File: src/rtl/btn_pkg.sv
// Shared types and constants for the button event arbiter.
// No logic of its own; holds the FSM encoding, counter widths and reset constants.
// No backpressure: package only.
package btn_pkg;

    typedef enum logic {
        ST_IDLE  = 1'b0,
        ST_OFFER = 1'b1
    } arb_state_t;

    localparam int MAX_BTN    = 16;
    localparam int DROP_CNT_W = 8;
    // Wide enough for the number of simultaneous drops with MAX_BTN buttons.
    localparam int DROP_INC_W = 5;

    // Buttons already held when reset releases must not look like fresh presses.
    localparam logic [MAX_BTN-1:0] PREV_RST_VAL = '1;

    function automatic logic [DROP_CNT_W-1:0] sat_add_drop(
        input logic [DROP_CNT_W-1:0] cnt,
        input logic [DROP_INC_W-1:0] inc
    );
        logic [DROP_CNT_W:0] sum;
        sum = {1'b0, cnt} + {{(DROP_CNT_W - DROP_INC_W + 1){1'b0}}, inc};
        return sum[DROP_CNT_W] ? '1 : sum[DROP_CNT_W-1:0];
    endfunction

endpackage

File: src/rtl/btn_event_arbiter_rr_pick.sv
// Round-robin picker: first set req bit searching upward from last+1, wrapping.
// Latency: purely combinational.
// Backpressure: none; the caller decides when to act on the grant.
module rr_pick #(
    parameter  int N_BTN = 4,
    localparam int IDX_W = $clog2(N_BTN)
) (
    input  logic [N_BTN-1:0] req,
    input  logic [IDX_W-1:0] last,
    output logic [IDX_W-1:0] grant_idx,
    output logic             any
);

    int               cand;
    logic [IDX_W-1:0] cand_idx;

    // Walk from the farthest candidate to the nearest so the nearest request overwrites.
    always_comb begin
        grant_idx = '0;
        any       = 1'b0;
        cand      = 0;
        cand_idx  = '0;
        for (int off = N_BTN; off >= 1; off--) begin
            cand     = (int'(last) + off) % N_BTN;
            cand_idx = IDX_W'(cand);
            if (req[cand_idx]) begin
                grant_idx = cand_idx;
                any       = 1'b1;
            end
        end
    end

endmodule

File: src/rtl/btn_event_arbiter.sv
// Latches debounced button rising edges and serves them round-robin as one event stream.
// Latency: 2 edges from first sampled high level to evt_valid; at most one event per 2 clocks.
// Backpressure: evt_valid/evt_idx held until evt_ready; presses on an already pending button are counted in drop_cnt. Auto-repeat under BTN_REPEAT_EN.
module btn_event_arbiter
    import btn_pkg::*;
#(
    parameter  int N_BTN         = 4,
    parameter  int REPEAT_CYCLES = 25_000_000,
    localparam int IDX_W         = $clog2(N_BTN)
) (
    input  logic                  clk,
    input  logic                  rst,
    input  logic [N_BTN-1:0]      btn_level,
    input  logic                  enable,
    output logic                  evt_valid,
    output logic [IDX_W-1:0]      evt_idx,
    input  logic                  evt_ready,
    output logic [N_BTN-1:0]      pending,
    output logic [DROP_CNT_W-1:0] drop_cnt
);

    localparam logic [N_BTN-1:0] PREV_INIT = PREV_RST_VAL[N_BTN-1:0];

    logic [N_BTN-1:0]      prev;
    logic [N_BTN-1:0]      rise;
    logic [N_BTN-1:0]      rep_rise;
    logic [N_BTN-1:0]      set_vec;
    logic [N_BTN-1:0]      clr_vec;
    logic [N_BTN-1:0]      drop_vec;
    logic [DROP_INC_W-1:0] drop_n;
    logic [IDX_W-1:0]      last;
    logic [IDX_W-1:0]      grant_idx;
    logic                  grant_any;
    arb_state_t            state;

    always_ff @(posedge clk or posedge rst) begin
        if (rst) begin
            prev <= PREV_INIT;
        end else begin
            prev <= btn_level;
        end
    end

`ifdef BTN_REPEAT_EN
    localparam int CNT_W = (REPEAT_CYCLES > 1) ? $clog2(REPEAT_CYCLES) : 1;
    localparam logic [CNT_W-1:0] CNT_LAST = CNT_W'(REPEAT_CYCLES - 1);

    logic [CNT_W-1:0] hold_cnt [N_BTN];

    always_comb begin
        rep_rise = '0;
        for (int i = 0; i < N_BTN; i++) begin
            rep_rise[i] = btn_level[i] & enable & (hold_cnt[i] == CNT_LAST);
        end
    end

    always_ff @(posedge clk or posedge rst) begin
        if (rst) begin
            for (int i = 0; i < N_BTN; i++) begin
                hold_cnt[i] <= '0;
            end
        end else begin
            for (int i = 0; i < N_BTN; i++) begin
                if (!btn_level[i] || !enable) begin
                    hold_cnt[i] <= '0;
                end else if (hold_cnt[i] == CNT_LAST) begin
                    hold_cnt[i] <= '0;
                end else begin
                    hold_cnt[i] <= hold_cnt[i] + 1'b1;
                end
            end
        end
    end
`else
    logic unused_repeat_cfg;

    assign rep_rise          = '0;
    assign unused_repeat_cfg = (REPEAT_CYCLES != 0);
`endif

    assign rise    = (btn_level & ~prev) | rep_rise;
    assign set_vec = enable ? rise : '0;

    rr_pick #(
        .N_BTN (N_BTN)
    ) u_pick (
        .req       (pending),
        .last      (last),
        .grant_idx (grant_idx),
        .any       (grant_any)
    );

    always_comb begin
        clr_vec = '0;
        if (state == ST_IDLE && grant_any) begin
            clr_vec[grant_idx] = 1'b1;
        end
    end

    // A bit being granted this cycle can accept a new press without counting a drop.
    assign drop_vec = set_vec & pending & ~clr_vec;

    always_comb begin
        drop_n = '0;
        for (int i = 0; i < N_BTN; i++) begin
            drop_n = drop_n + DROP_INC_W'(drop_vec[i]);
        end
    end

    always_ff @(posedge clk or posedge rst) begin
        if (rst) begin
            pending  <= '0;
            drop_cnt <= '0;
        end else begin
            pending  <= (pending & ~clr_vec) | set_vec;
            drop_cnt <= sat_add_drop(drop_cnt, drop_n);
        end
    end

    always_ff @(posedge clk or posedge rst) begin
        if (rst) begin
            state     <= ST_IDLE;
            evt_valid <= 1'b0;
            evt_idx   <= '0;
            last      <= IDX_W'(N_BTN - 1);
        end else begin
            case (state)
                ST_IDLE: begin
                    if (grant_any) begin
                        evt_idx   <= grant_idx;
                        evt_valid <= 1'b1;
                        last      <= grant_idx;
                        state     <= ST_OFFER;
                    end
                end
                ST_OFFER: begin
                    if (evt_ready) begin
                        evt_valid <= 1'b0;
                        state     <= ST_IDLE;
                    end
                end
                default: begin
                    evt_valid <= 1'b0;
                    state     <= ST_IDLE;
                end
            endcase
        end
    end

endmodule

File: config.mk
export PLATFORM = sky130hd
export DESIGN_NAME = btn_event_arbiter
export DESIGN_NICKNAME = d
export VERILOG_FILES = /design/src/rtl/btn_pkg.sv /design/src/rtl/btn_event_arbiter_rr_pick.sv /design/src/rtl/btn_event_arbiter.sv
export SDC_FILE = /design/constraint.sdc
export NUM_CORES = 1
export LEC_CHECK = 0
export ABC_AREA = 1
export CAP_MARGIN = 40
export CELL_PAD_IN_SITES_DETAIL_PLACEMENT = 1
export CELL_PAD_IN_SITES_GLOBAL_PLACEMENT = 1
export CORE_MARGIN = 8
export CORE_UTILIZATION = 41
export CTS_CLUSTER_DIAMETER = 80
export DETAILED_ROUTE_END_ITERATION = 10
export HOLD_SLACK_MARGIN = 0.12
export PLACE_DENSITY = 0.91
export SETUP_SLACK_MARGIN = 0.15
export SLEW_MARGIN = 30
export SYNTH_ARGS = -nofsm -noshare
export SYNTH_HDL_FRONTEND = slang
export SYNTH_SLANG_ARGS = --single-unit
File: constraint.sdc
create_clock -name clk -period 8.6 [get_ports clk]
set_input_delay 1.72 -clock clk [delete_from_list [all_inputs] [get_ports clk]]
set_output_delay 1.72 -clock clk [all_outputs]
set_load 0.1 [all_outputs]
# ---- Word-level counts from Yosys, hierarchy flattened
# Index checks and enable logic that the tools add are counted.
dict set report op_classes {
  eq_ne 2
  n_bitwise 8
  n_reduce_logical 4
  magnitude_cmp 6
  n_addsub 8
  muxes 27
}
# cell n
set op_table {}
lappend op_table {{4-bit AND} 4}
lappend op_table {{2-bit by 3-bit < comparator with 1-bit output (second input constant)} 5}
lappend op_table {{1-bit 2-to-1 mux} 13}
lappend op_table {{8-bit by 4-bit adder with 9-bit output} 1}
lappend op_table {{1-bit binary-select mux with 2-bit select} 4}
lappend op_table {{2-bit 2-to-1 mux} 4}
lappend op_table {{4-bit 2-to-1 mux} 2}
lappend op_table {{8-bit 2-to-1 mux} 1}
lappend op_table {{4-bit NOT} 2}
lappend op_table {{2-bit by 1-bit adder with 2-bit output (second input constant)} 2}
lappend op_table {{2-bit adder (second input constant)} 2}
lappend op_table {{3-bit by 1-bit adder with 4-bit output} 1}
lappend op_table {{2-bit inequality test (second input constant)} 2}
lappend op_table {{4-bit OR} 1}
lappend op_table {{1-bit one-hot mux with 2 select lines} 2}
lappend op_table {{2-bit AND reduction} 2}
lappend op_table {{2-bit by 1-bit adder with 3-bit output} 1}
lappend op_table {{1-bit by 1-bit adder with 2-bit output} 1}
lappend op_table {{1-bit demux with 2-bit select} 1}
lappend op_table {{2-bit by 1-bit greater-or-equal comparator with 1-bit output (second input constant)} 1}
lappend op_table {{1-bit logical AND} 2}
lappend op_table {{1-bit NOT} 1}
dict set report word_totals {
  reg_bits 22
  output_inout_bits 15
  input_bits 8
  elab_cells 62
}

# ---- Logic depth before layout (Yosys ltp)
dict set report logic_depth {
  depth_word 19
  mapped_depth 21
  ltp_nobuf 20
}

# ---- Modules after synthesis
# A second synthesis with hierarchy kept.
dict set report hier_totals {
  cells_unflattened 159
  area_unflattened_um2 1239.9
}
# module n_inst area_per_inst_um2 cells_each seq_area_each_um2
set modules_own_cells {}
lappend modules_own_cells {btn_event_arbiter 1 1013.5 110 558.0}
lappend modules_own_cells {rr_pick 1 226.5 49 0.0}

# ---- Worst setup path after synthesis
# Ideal clock, no wire load.
dict set report synth_path {
  path_type {input-to-reg}
  from {input port btn_level[0]}
  to {register drop_cnt[6]}
  required_time_ps 8517
  n_path_buf 0
  arrival_time_ps 3817
  path_stages 13
  setup_ps 83
  setup_slack_ps 4701
  path_cell_list {nand2_1 > nor2_1 > nand3_1 > fa_1 > fa_1 > inv_1 > fa_1 > nand2_1 > nor2_1 > inv_1 > nor2_1 > a21oi_1 > a31oi_1}
}
dict set report synth_between {
  elab_chain_cells 9
}
# item line_no
set synth_lines {}
lappend synth_lines {{start: declaration} btn_event_arbiter.sv:13} ;# input logic [N_BTN-1:0] btn_level,
lappend synth_lines {{4-bit AND} btn_event_arbiter.sv:81} ;# assign rise = (btn_level & ~prev) | rep_rise;
lappend synth_lines {{4-bit 2-to-1 mux} btn_event_arbiter.sv:82} ;# assign set_vec = enable ? rise : '0;
lappend synth_lines {{4-bit AND (2 in series)} btn_event_arbiter.sv:101} ;# assign drop_vec = set_vec & pending & ~clr_vec;
lappend synth_lines {{1-bit by 1-bit adder with 2-bit output} btn_event_arbiter.sv:106} ;# drop_n = drop_n + DROP_INC_W'(drop_vec[i]);
lappend synth_lines {{2-bit by 1-bit adder with 3-bit output} btn_event_arbiter.sv:106}
lappend synth_lines {{3-bit by 1-bit adder with 4-bit output} btn_event_arbiter.sv:106}
lappend synth_lines {{8-bit by 4-bit adder with 9-bit output} btn_pkg.sv:24} ;# sum = {1'b0, cnt} + {{(DROP_CNT_W - DROP_INC_W + 1){1'b0}}, inc};
lappend synth_lines {{8-bit 2-to-1 mux} btn_pkg.sv:25} ;# return sum[DROP_CNT_W] ? '1 : sum[DROP_CNT_W-1:0];
lappend synth_lines {{end signal: assignment} btn_event_arbiter.sv:116} ;# drop_cnt <= sat_add_drop(drop_cnt, drop_n);
lappend synth_lines {{end: declaration} btn_event_arbiter.sv:19} ;# output logic [DROP_CNT_W-1:0] drop_cnt
# No other way between the ends.
# A chain may end at the register's enable or synchronous reset.

# ---- Worst setup path after layout
dict set report layout_path {
  from {input port enable}
  to {register drop_cnt[7]}
}
dict set report layout_between {
  elab_chain_cells 8
}
# item line_no
set layout_lines {}
lappend layout_lines {{start: declaration} btn_event_arbiter.sv:14} ;# input logic enable,
lappend layout_lines {{4-bit 2-to-1 mux (*)} btn_event_arbiter.sv:82}
lappend layout_lines {{4-bit AND (*) (2 in series)} btn_event_arbiter.sv:101}
lappend layout_lines {{1-bit by 1-bit adder with 2-bit output} btn_event_arbiter.sv:106}
lappend layout_lines {{2-bit by 1-bit adder with 3-bit output} btn_event_arbiter.sv:106}
lappend layout_lines {{3-bit by 1-bit adder with 4-bit output (*)} btn_event_arbiter.sv:106}
lappend layout_lines {{8-bit by 4-bit adder with 9-bit output (*)} btn_pkg.sv:24}
lappend layout_lines {{8-bit 2-to-1 mux (*)} btn_pkg.sv:25}
# Mark *: on every way between the ends. The rest lies on a longest branch, timed or not.

==> impl_metrics.json <==
{
  "crit_chain": "clkdlybuf4s50_1 -> nand2_1 -> nor2_1 -> nand3_1 -> fa_1 -> fa_1 -> nor2_1 -> o21ai_0 -> nor3_1 -> a21oi_1 -> a31oi_1",
  "cp_num_buf_inv": 1,
  "cts_root_buffer": "clkbuf_4",
  "worst_pin_slew_ps": 469,
  "setup_violations": 0,
  "slowest_stage": "clkdlybuf4s50_1",
  "dr.pass1.iters": 4,
  "grt.overflow.total": 0,
  "antenna_cells": 0,
  "crit_fanout": 4,
  "via_per_inst": 4.85,
  "clk_latency_ps": 310,
  "num_io_pins": 23,
  "grt_start_max_net_pins": 23,
  "nets": 216,
  "start_kind": "input pin",
  "drive_gt1_share_pct": 25.6,
  "postRouteAntennaNets": 0,
  "core_area_sq_um": 3030,
  "critPathCaptureType": "register",
  "synth.largest_area_cell": "dfrtp_1",
  "hold_buffers": 0,
  "ys_types": 24,
  "die_h_um": 72.1,
  "fin_util_pct": 60.1,
  "ys_seq_area_share_pct": 43.3,
  "portBuffers": 22,
  "grt_first_pass_wirelength_um": 6750,
  "syn_inst": 162,
  "finalSetupTns_ps": 0,
  "die_width_um": 72.1,
  "cts_tree": "yes",
  "wire_per_inst_um": 16.4,
  "synth_warnings": 0,
  "clockBufferDepth": 2,
  "synth_nets": 174,
  "area_growth_pct": 41.2,
  "cts-resized-gates": 0,
  "synth-seq-cells": 22,
  "multi_input_area_sq_um": 603,
  "drv_slew": 0,
  "clkTransAtPathRegs_ps": 130,
  "track_usage_pct": 16.5,
  "slew_headroom_pct": 68.5,
  "skew_ps": 12.3,
  "min_path_type": "reg2reg",
  "num_rows": 20,
  "vias": 1198,
  "status": "finished, final reports clean",
  "synth_area_sq_um": 1290,
  "cap_viol_max_count": 0,
  "fin_crit_sh_pct": 51.5,
  "nFillCells": 364,
  "seq_area_sq_um": 558,
  "cpPeakStageDelay_ps": 550,
  "final_hold_viol_count": 0,
  "first_global_vias": 1425,
  "drc": 0,
  "crit_type": "in2reg",
  "gp_congestion": 0.817,
  "arrival_ps": 4660,
  "crit_family": "adder cells",
  "h-tree-depth": 1,
  "drt_iter0_markers": 37,
  "fmax_ghz": 0.226,
  "drt_wl_total_um": 4050,
  "die_area_sq_um": 5190,
  "cts-buffers-inserted": 3,
  "cp_data_required_time_ps": 8830,
  "antenna_found_initial": 0,
  "syn_avg_cell_area_sq_um": 7.96,
  "grt_setup_unrepaired": "false",
  "synth_area_leaders": "dfrtp_1, nand2_1, dfstp_2",
  "min_period_ps": 4430,
  "cts.sinks": 22,
  "yosysTopAreaCellShare_pct": 31.1,
  "hpwl_um": 3440,
  "cts_setup_buffers": 0,
  "initial_core_util_pct": 42.6
}
==> synth_stat cells <==
library cell / instances
a21oi_1: 5
a21oi_2: 2
a31oi_1: 2
buf_6: 1
dfrtp_1: 16
dfstp_2: 6
fa_1: 3
ha_1: 1
inv_1: 26
inv_2: 2
inv_8: 1
nand2_1: 45
nand2_2: 14
nand2_4: 2
nand3_1: 10
nand3_2: 1
nand4_1: 2
nor2_1: 12
nor2_4: 1
nor3_1: 2
nor3_4: 1
o21ai_0: 4
o21ai_2: 1
or2_2: 2
==> logic make-up after synthesis <==
| group | Yosys count | synth area share, % |
|---|---|---|
| flip-flops | 22 | 43.3 |
| buffers and inverters | 30 | 9.90 |
| AND/OR/NAND/NOR | 92 | 34.7 |
| AO/OA/AOI/OAI | 14 | 6.50 |
| adder cells (fa/ha/maj) | 4 | 5.63 |
==> worst register-to-register path: stages, from the launching register on <==
cell,delay [ps]
dfstp_2,690
inv_8,80
nand2_1,80
nand2_2,90
nand2_2,100
nand2_1,60
nand2_1,110
nand2_1,80
nand2_2,90
nand4_1,140
nand3_1,150
fa_1,460
fa_1,470
nor2_1,130
o21ai_0,130
nor3_1,400
a21oi_1,160
a31oi_1,210
==> layout make-up <==
| class | count | share of cell area, % |
|---|---|---|
| Timing Repair Buffer | 38 | 25.3 |
| Sequential cell | 22 | 30.7 |
| Tap cell | 44 | 3.03 |
| Inverter | 29 | 6.40 |
| Clock buffer | 4 | 1.44 |
| Multi-Input combinational cell | 110 | 33.1 |
==> sequential cells by signal, indices dropped and copies added (netlist names) <==
register,flops
drop_cnt,8
pending,4
prev,4
evt_idx,2
last,2
evt_valid,1
state,1
==> metrics by stage <==
step           cell area, sq um  hold WS (ps)  std cells  setup slack, ps
3_5_place_dp               1780           477        242             3830
4_1_cts                    1800           532        246             4170
6_report                   1820           530        247             4170
5_1_grt                    1820           563        247             3940
3_3_place_gp               1550           473        227             4150
2_1_floorplan              1290           515        162             4700
==> final timing paths <==
path / cells after the start / slack [ps] / to / from
worst max-delay path: 11 / 4170 / drop_cnt[7] / enable
worst min-delay path: 2 / 530 / evt_idx[1] / evt_idx[1]
worst max register to register: 17 / 4880 / drop_cnt[7] / last[0]
worst min register to register: 2 / 530 / evt_idx[1] / evt_idx[1]
max in group asynchronous: 3 / 6480 / prev[2] / rst
min in group asynchronous: 2 / 1640 / evt_idx[1] / rst
==> per-layer routing <==
metal | up-vias | track usage (%) | wire, um
li1 | 577 | - | -
met4 | 0 | 3.85 | 44
met5 | - | 0 | 0
met1 | 601 | 17.5 | 1570
met3 | 6 | 1.93 | 65
met2 | 14 | 33.1 | 2370
==> layout by cell type, fill, tap and decap left out, drive strengths merged <==
cell type,n
a21oi,7
a31oi,2
buf,16
clkbuf,4
clkdlybuf4s50,22
clkinv,1
dfrtp,16
dfstp,6
fa,3
ha,1
inv,28
nand2,61
nand3,11
nand4,2
nor2,13
nor3,3
o21ai,5
or2,2
Power is not shown: default switching activity piles up to over one toggle a cycle in this logic, so the estimate is an artifact.
